## src/rtl/toggle_event_decoder.sv

```systemverilog
// rtl/toggle_event_decoder.sv - toggle-encoded event decoder with pending buffer and valid/ready output
module toggle_event_decoder #(
  parameter int SYNC_STAGES = 2,
  parameter int CNT_W       = 4,
  parameter int TOT_W       = 16
) (
  input  logic             clk,
  input  logic             rst_n,
  input  logic             tog_in,
  input  logic             ev_ready,
  input  logic             clr_ovf,
  output logic             ev_valid,
  output logic [CNT_W-1:0] pending,
  output logic             overflow,
  output logic [TOT_W-1:0] total_cnt
);

  logic [SYNC_STAGES-1:0] sync_q, sync_d;
  logic                   tog_prev_q, tog_prev_d;
  logic [CNT_W-1:0]       pending_q, pending_d;
  logic                   overflow_q, overflow_d;
  logic [TOT_W-1:0]       total_cnt_q, total_cnt_d;

  logic tog_s;
  logic det;
  logic take;
  logic full;

  assign tog_s    = sync_q[SYNC_STAGES-1];
  assign det      = tog_s ^ tog_prev_q;
  assign ev_valid = (pending_q != '0);
  assign take     = ev_valid && ev_ready;
  assign full     = &pending_q;

  always_comb begin
    sync_d      = {sync_q[SYNC_STAGES-2:0], tog_in};
    tog_prev_d  = tog_s;
    pending_d   = pending_q;
    overflow_d  = overflow_q;
    total_cnt_d = total_cnt_q + TOT_W'(det);

    if (clr_ovf) overflow_d = 1'b0;

    // A simultaneous detect and consume leaves the count unchanged, even when full.
    unique case ({det, take})
      2'b01: pending_d = pending_q - CNT_W'(1);
      2'b10: begin
        if (full) overflow_d = 1'b1;
        else      pending_d  = pending_q + CNT_W'(1);
      end
      default: pending_d = pending_q;
    endcase
  end

  always_ff @(posedge clk or negedge rst_n) begin
    if (!rst_n) begin
      sync_q      <= '0;
      tog_prev_q  <= 1'b0;
      pending_q   <= '0;
      overflow_q  <= 1'b0;
      total_cnt_q <= '0;
    end else begin
      sync_q      <= sync_d;
      tog_prev_q  <= tog_prev_d;
      pending_q   <= pending_d;
      overflow_q  <= overflow_d;
      total_cnt_q <= total_cnt_d;
    end
  end

  assign pending   = pending_q;
  assign overflow  = overflow_q;
  assign total_cnt = total_cnt_q;

endmodule
```

## config.mk

```make
export PLATFORM = sky130hd
export DESIGN_NAME = toggle_event_decoder
export DESIGN_NICKNAME = d
export VERILOG_FILES = /design/src/rtl/toggle_event_decoder.sv
export SDC_FILE = /design/constraint.sdc
export NUM_CORES = 1
export LEC_CHECK = 0
export ABC_CLOCK_PERIOD_IN_PS = 4250
export CORE_ASPECT_RATIO = 1.2
export CORE_MARGIN = 5
export CORE_UTILIZATION = 51
export CTS_CLUSTER_SIZE = 8
export DETAILED_ROUTE_END_ITERATION = 7
export PLACE_DENSITY = 0.9
export SLEW_MARGIN = 20
export SYNTH_ARGS = -nofsm -noshare
export SYNTH_HDL_FRONTEND = slang
export SYNTH_SLANG_ARGS = --single-unit
```

## constraint.sdc

```tcl
create_clock -name clk -period 4.25 [get_ports clk]
set_input_delay 0.6375 -clock clk [delete_from_list [all_inputs] [get_ports clk]]
set_output_delay 0.6375 -clock clk [all_outputs]
set_load 0.03 [all_outputs]
```

==> qor.txt <==
LOGIC SYNTHESIS
------------------------------------------------------------------------------------
Synth warnings                                                                     0
Unique masters post-synth                                                         24
Area contributors post-synth                                            sky130_fd_sc_hd__dfrtp_1, sky130_fd_sc_hd__xnor2_1, sky130_fd_sc_hd__xor2_1, sky130_fd_sc_hd__ha_1, sky130_fd_sc_hd__and3_1
Syn nets                                                                          97
Cell area after technology mapping                                      0.00107 sq mm
Post-synth top area share                                                      0.559
Cell taking the most area after synthesis                               sky130_fd_sc_hd__dfrtp_1
Number of cells produced by synthesis                                             87
Sequential area share after synthesis                                          0.559
Synthesis-stage register bit count                                                24
Average cell area after synthesis                                         12.3 sq um

GLOBAL ROUTING
------------------------------------------------------------------------------------
Global-route wire length before repair                                       3170 um
Via count of the first global-routing pass                                       745
Global router's overall resource usage                                         0.135
Initial antenna violation count                                                    0
Remaining global-route overflow                                                    0
Maximum number of pins on one net before global-route repair                      25

TIMING
------------------------------------------------------------------------------------
Time the final worst path needs with I/O delays and setup                    2540 ps
Slew Viols, Final                                                                  0
Final critical-path share of the clock period                                  0.598
Final setup violation count                                                        0
Unrepaired setup endpoints after global routing                                   no
Worst setup skew after layout                                                1.56 ps
Slew of the pin with the lowest slew margin                                   496 ps
Max Fclk                                                                   0.393 GHz
Relative slew slack                                                            0.669
Final hold vios                                                                    0
Final setup margin                                                           1710 ps
Total Neg Setup Slack                                                           0 ps

PLACED DESIGN
------------------------------------------------------------------------------------
Placed Cells incl. Taps                                                          133
Count of input and output buffers                                                 26
Cell area after placement                                               0.00136 sq mm
Worst setup slack after placement                                            1620 ps
Dpl hpwl                                                                     1500 um
Last weighted congestion value of the routability-driven placer                0.708

RUN
------------------------------------------------------------------------------------
Total of max-cap violations                                                        0

ROUTING
------------------------------------------------------------------------------------
DRT Pass-1 Iters                                                                   2
Detail-routed via count per cell                                                5.45
Total Routed Length                                                          1920 um
DRC violation count after routing                                                  0
Count of vias placed by the detailed router                                      746
Iteration-0 DRC count of the detailed router                                       5
Post-route antenna net violation count                                             0
Average routed wire per standard cell                                        14.0 um

WORST SETUP PATH
------------------------------------------------------------------------------------
Worst R2R Path Depth                                                               8
Reg-to-reg critical path endpoint                                         pending[3]
Critical Path Max Stage Delay                                                 590 ps
Class of the most critical setup path                                   register to output pin
Crit path cell chain                                                    nor3_1, or2b_1, clkdlybuf4s50_1
Kind of launch point of the worst setup path                                register
Required time of the critical path                                           3610 ps
Slowest-stage cell, CP                                                  sky130_fd_sc_hd__clkdlybuf4s50_1
CP Data Arrival Time                                                         1900 ps
CP Max Fanout                                                                      7
Reg-to-reg critical path startpoint                                       pending[1]
Launching instance or port of the critical path                           pending[0]
Endpoint class of the critical path                                       output pin
Setup slack, reg-to-reg                                                      1860 ps
End point of the critical path                                              ev_valid

CTS
------------------------------------------------------------------------------------
Total clock buffers created by CTS                                                 3
TritonCTS Sinks                                                                   24
Clock tree root driver cell                                             sky130_fd_sc_hd__clkbuf_4
Number of buffers inserted for hold repair after clock tree synthesis              0
Number of H-tree levels                                                            1
Register clock-pin slew on the reported worst setup and hold paths            120 ps
Total of cells resized after clock tree synthesis                                  0
Number of buffers inserted to repair setup after CTS                               0
Clock Path Buffers                                                                 2
Insertion delay to the later sink of the worst-skew pair                      300 ps
TritonCTS clock tree                                                            done

LAYOUT
------------------------------------------------------------------------------------
NumNets Final                                                                    128
Number of non-filler instances in the completed layout                           137
Area growth from synthesis to final layout                                     29.5%
Final standard cell area without fillers                                0.00139 sq mm
Number of antenna diodes                                                           0
Proportion of layout cells with a drive suffix above 1                        0.0940

POWER
------------------------------------------------------------------------------------
Largest vdd supply drop                                                     0.420 mV
Power density of the placed cells                                        631 mW/mm^2
Lkg Pwr                                                                     0.628 nW

HOLD PATH
------------------------------------------------------------------------------------
Kind of path behind the tightest hold check                             input pin to async pin

FLOORPLAN
------------------------------------------------------------------------------------
Die area                                                                0.00313 sq mm
Boundary Pins                                                                     27
Die Y                                                                        60.3 um
Starting density of the core                                                   0.530
Standard-cell row count                                                           18
Core area                                                               0.00203 sq mm
Die X                                                                        51.9 um

RUN STATUS
------------------------------------------------------------------------------------
Run status                                                              finished clean

==> synth_stat cells <==
cell type	n
sky130_fd_sc_hd__inv_1	3
sky130_fd_sc_hd__xnor2_2	1
sky130_fd_sc_hd__o22ai_1	1
sky130_fd_sc_hd__nand2_1	8
sky130_fd_sc_hd__a21o_2	1
sky130_fd_sc_hd__nor2_1	2
sky130_fd_sc_hd__dfrtp_1	24
sky130_fd_sc_hd__o21ai_1	2
sky130_fd_sc_hd__nand3_1	5
sky130_fd_sc_hd__a21oi_1	1
sky130_fd_sc_hd__and2_1	1
sky130_fd_sc_hd__xnor2_1	12
sky130_fd_sc_hd__fa_1	1
sky130_fd_sc_hd__nand4_1	2
sky130_fd_sc_hd__or2b_1	1
sky130_fd_sc_hd__nor2_2	1
sky130_fd_sc_hd__o41ai_2	1
sky130_fd_sc_hd__a221o_2	1
sky130_fd_sc_hd__xor2_1	6
sky130_fd_sc_hd__nor3_1	2
sky130_fd_sc_hd__nand4b_1	1
sky130_fd_sc_hd__mux2_4	1
sky130_fd_sc_hd__ha_1	4
sky130_fd_sc_hd__and3_1	5
==> through the flow <==
step                 util  hold WS, ps  total power, W
floorplan               -          331        0.000606
detailed placement  0.670          336        0.000768
global placement    0.670          334        0.000749
CTS                 0.688          365        0.000888
global route        0.686          300        0.000926
finish              0.686          276        0.000878
==> cell type report <==
class                      count  area [sq um]
clock buffer                   4          36.3
fill                         150           637
inverter                       3          11.3
multi-input combinational     60           462
sequential                    24           601
tap                           20          25.0
timing repair buffer          26           255
==> cells in the final DEF (no fill, tap or decap) <==
| master | count |
|---|---|
| sky130_fd_sc_hd__clkbuf_8 | 1 |
| sky130_fd_sc_hd__a21oi_1 | 1 |
| sky130_fd_sc_hd__xnor2_1 | 12 |
| sky130_fd_sc_hd__clkbuf_4 | 3 |
| sky130_fd_sc_hd__and3_1 | 5 |
| sky130_fd_sc_hd__clkdlybuf4s50_1 | 25 |
| sky130_fd_sc_hd__ha_1 | 4 |
| sky130_fd_sc_hd__nand4b_1 | 1 |
| sky130_fd_sc_hd__buf_2 | 1 |
| sky130_fd_sc_hd__mux2_4 | 1 |
| sky130_fd_sc_hd__nand3_1 | 5 |
| sky130_fd_sc_hd__inv_1 | 3 |
| sky130_fd_sc_hd__nor2_1 | 2 |
| sky130_fd_sc_hd__a21o_2 | 1 |
| sky130_fd_sc_hd__a221o_2 | 1 |
| sky130_fd_sc_hd__o41ai_2 | 1 |
| sky130_fd_sc_hd__or2b_1 | 1 |
| sky130_fd_sc_hd__o21ai_1 | 2 |
| sky130_fd_sc_hd__dfrtp_1 | 24 |
| sky130_fd_sc_hd__and2_1 | 1 |
| sky130_fd_sc_hd__fa_1 | 1 |
| sky130_fd_sc_hd__nor2_2 | 1 |
| sky130_fd_sc_hd__nand4_1 | 2 |
| sky130_fd_sc_hd__nor3_1 | 2 |
| sky130_fd_sc_hd__o22ai_1 | 1 |
| sky130_fd_sc_hd__nand2_1 | 8 |
| sky130_fd_sc_hd__xnor2_2 | 1 |
| sky130_fd_sc_hd__xor2_1 | 6 |
==> sequential cells by signal, summed over array words and instances (netlist names) <==
register / cells
pending: 4
sync_q: 2
overflow: 1
tog_prev_q: 1
total_cnt: 16
==> routing by layer <==
metal | vias up | track usage | wire length, um
met1 | 372 | 0.154 | 828
met5 | - | 0 | 0
met4 | 0 | 0.0712 | 18
met2 | 15 | 0.233 | 997
li1 | 357 | - | -
met3 | 2 | 0.0299 | 75
==> power breakdown <==
part           internal [W]  switching [W]  leakage, nW
Combinational      0.000187       0.000216        0.299
Sequential         0.000283      0.0000769        0.308
Clock             0.0000523      0.0000628       0.0210
==> how the worst min path moves through the flow <==
stage / startpoint / endpoint / cells after the start
3_5_place_dp: sync_q[0] / sync_q[1] / 0
2_1_floorplan: sync_q[0] / sync_q[1] / 0
3_3_place_gp: sync_q[0] / sync_q[1] / 0
5_1_grt: rst_n / total_cnt[9] / 1
6_report: rst_n / total_cnt[14] / 1
4_1_cts: sync_q[0] / sync_q[1] / 0
==> critical path, delay by kind of cell, from the launching register on <==
kind	cells	cell delay (ps)
buffers and inverters	1	590
AND/OR/NAND/NOR	2	500
flip-flops	1	510
==> cell families (layout without fill, tap and decap cells) <==
| kind of cell | count (synthesis) | after routing | share of synthesized area |
|---|---|---|---|
| fa+ha+maj | 5 | 5 | 0.0653 |
| xor+xnor | 19 | 19 | 0.162 |
| mux | 1 | 1 | 0.0140 |
| simple gates | 28 | 28 | 0.135 |
| buf+inv | 3 | 33 | 0.0105 |
| compound gates | 7 | 7 | 0.0536 |
| flops | 24 | 24 | 0.559 |
Note: power is estimated with default switching activity, not from simulation.
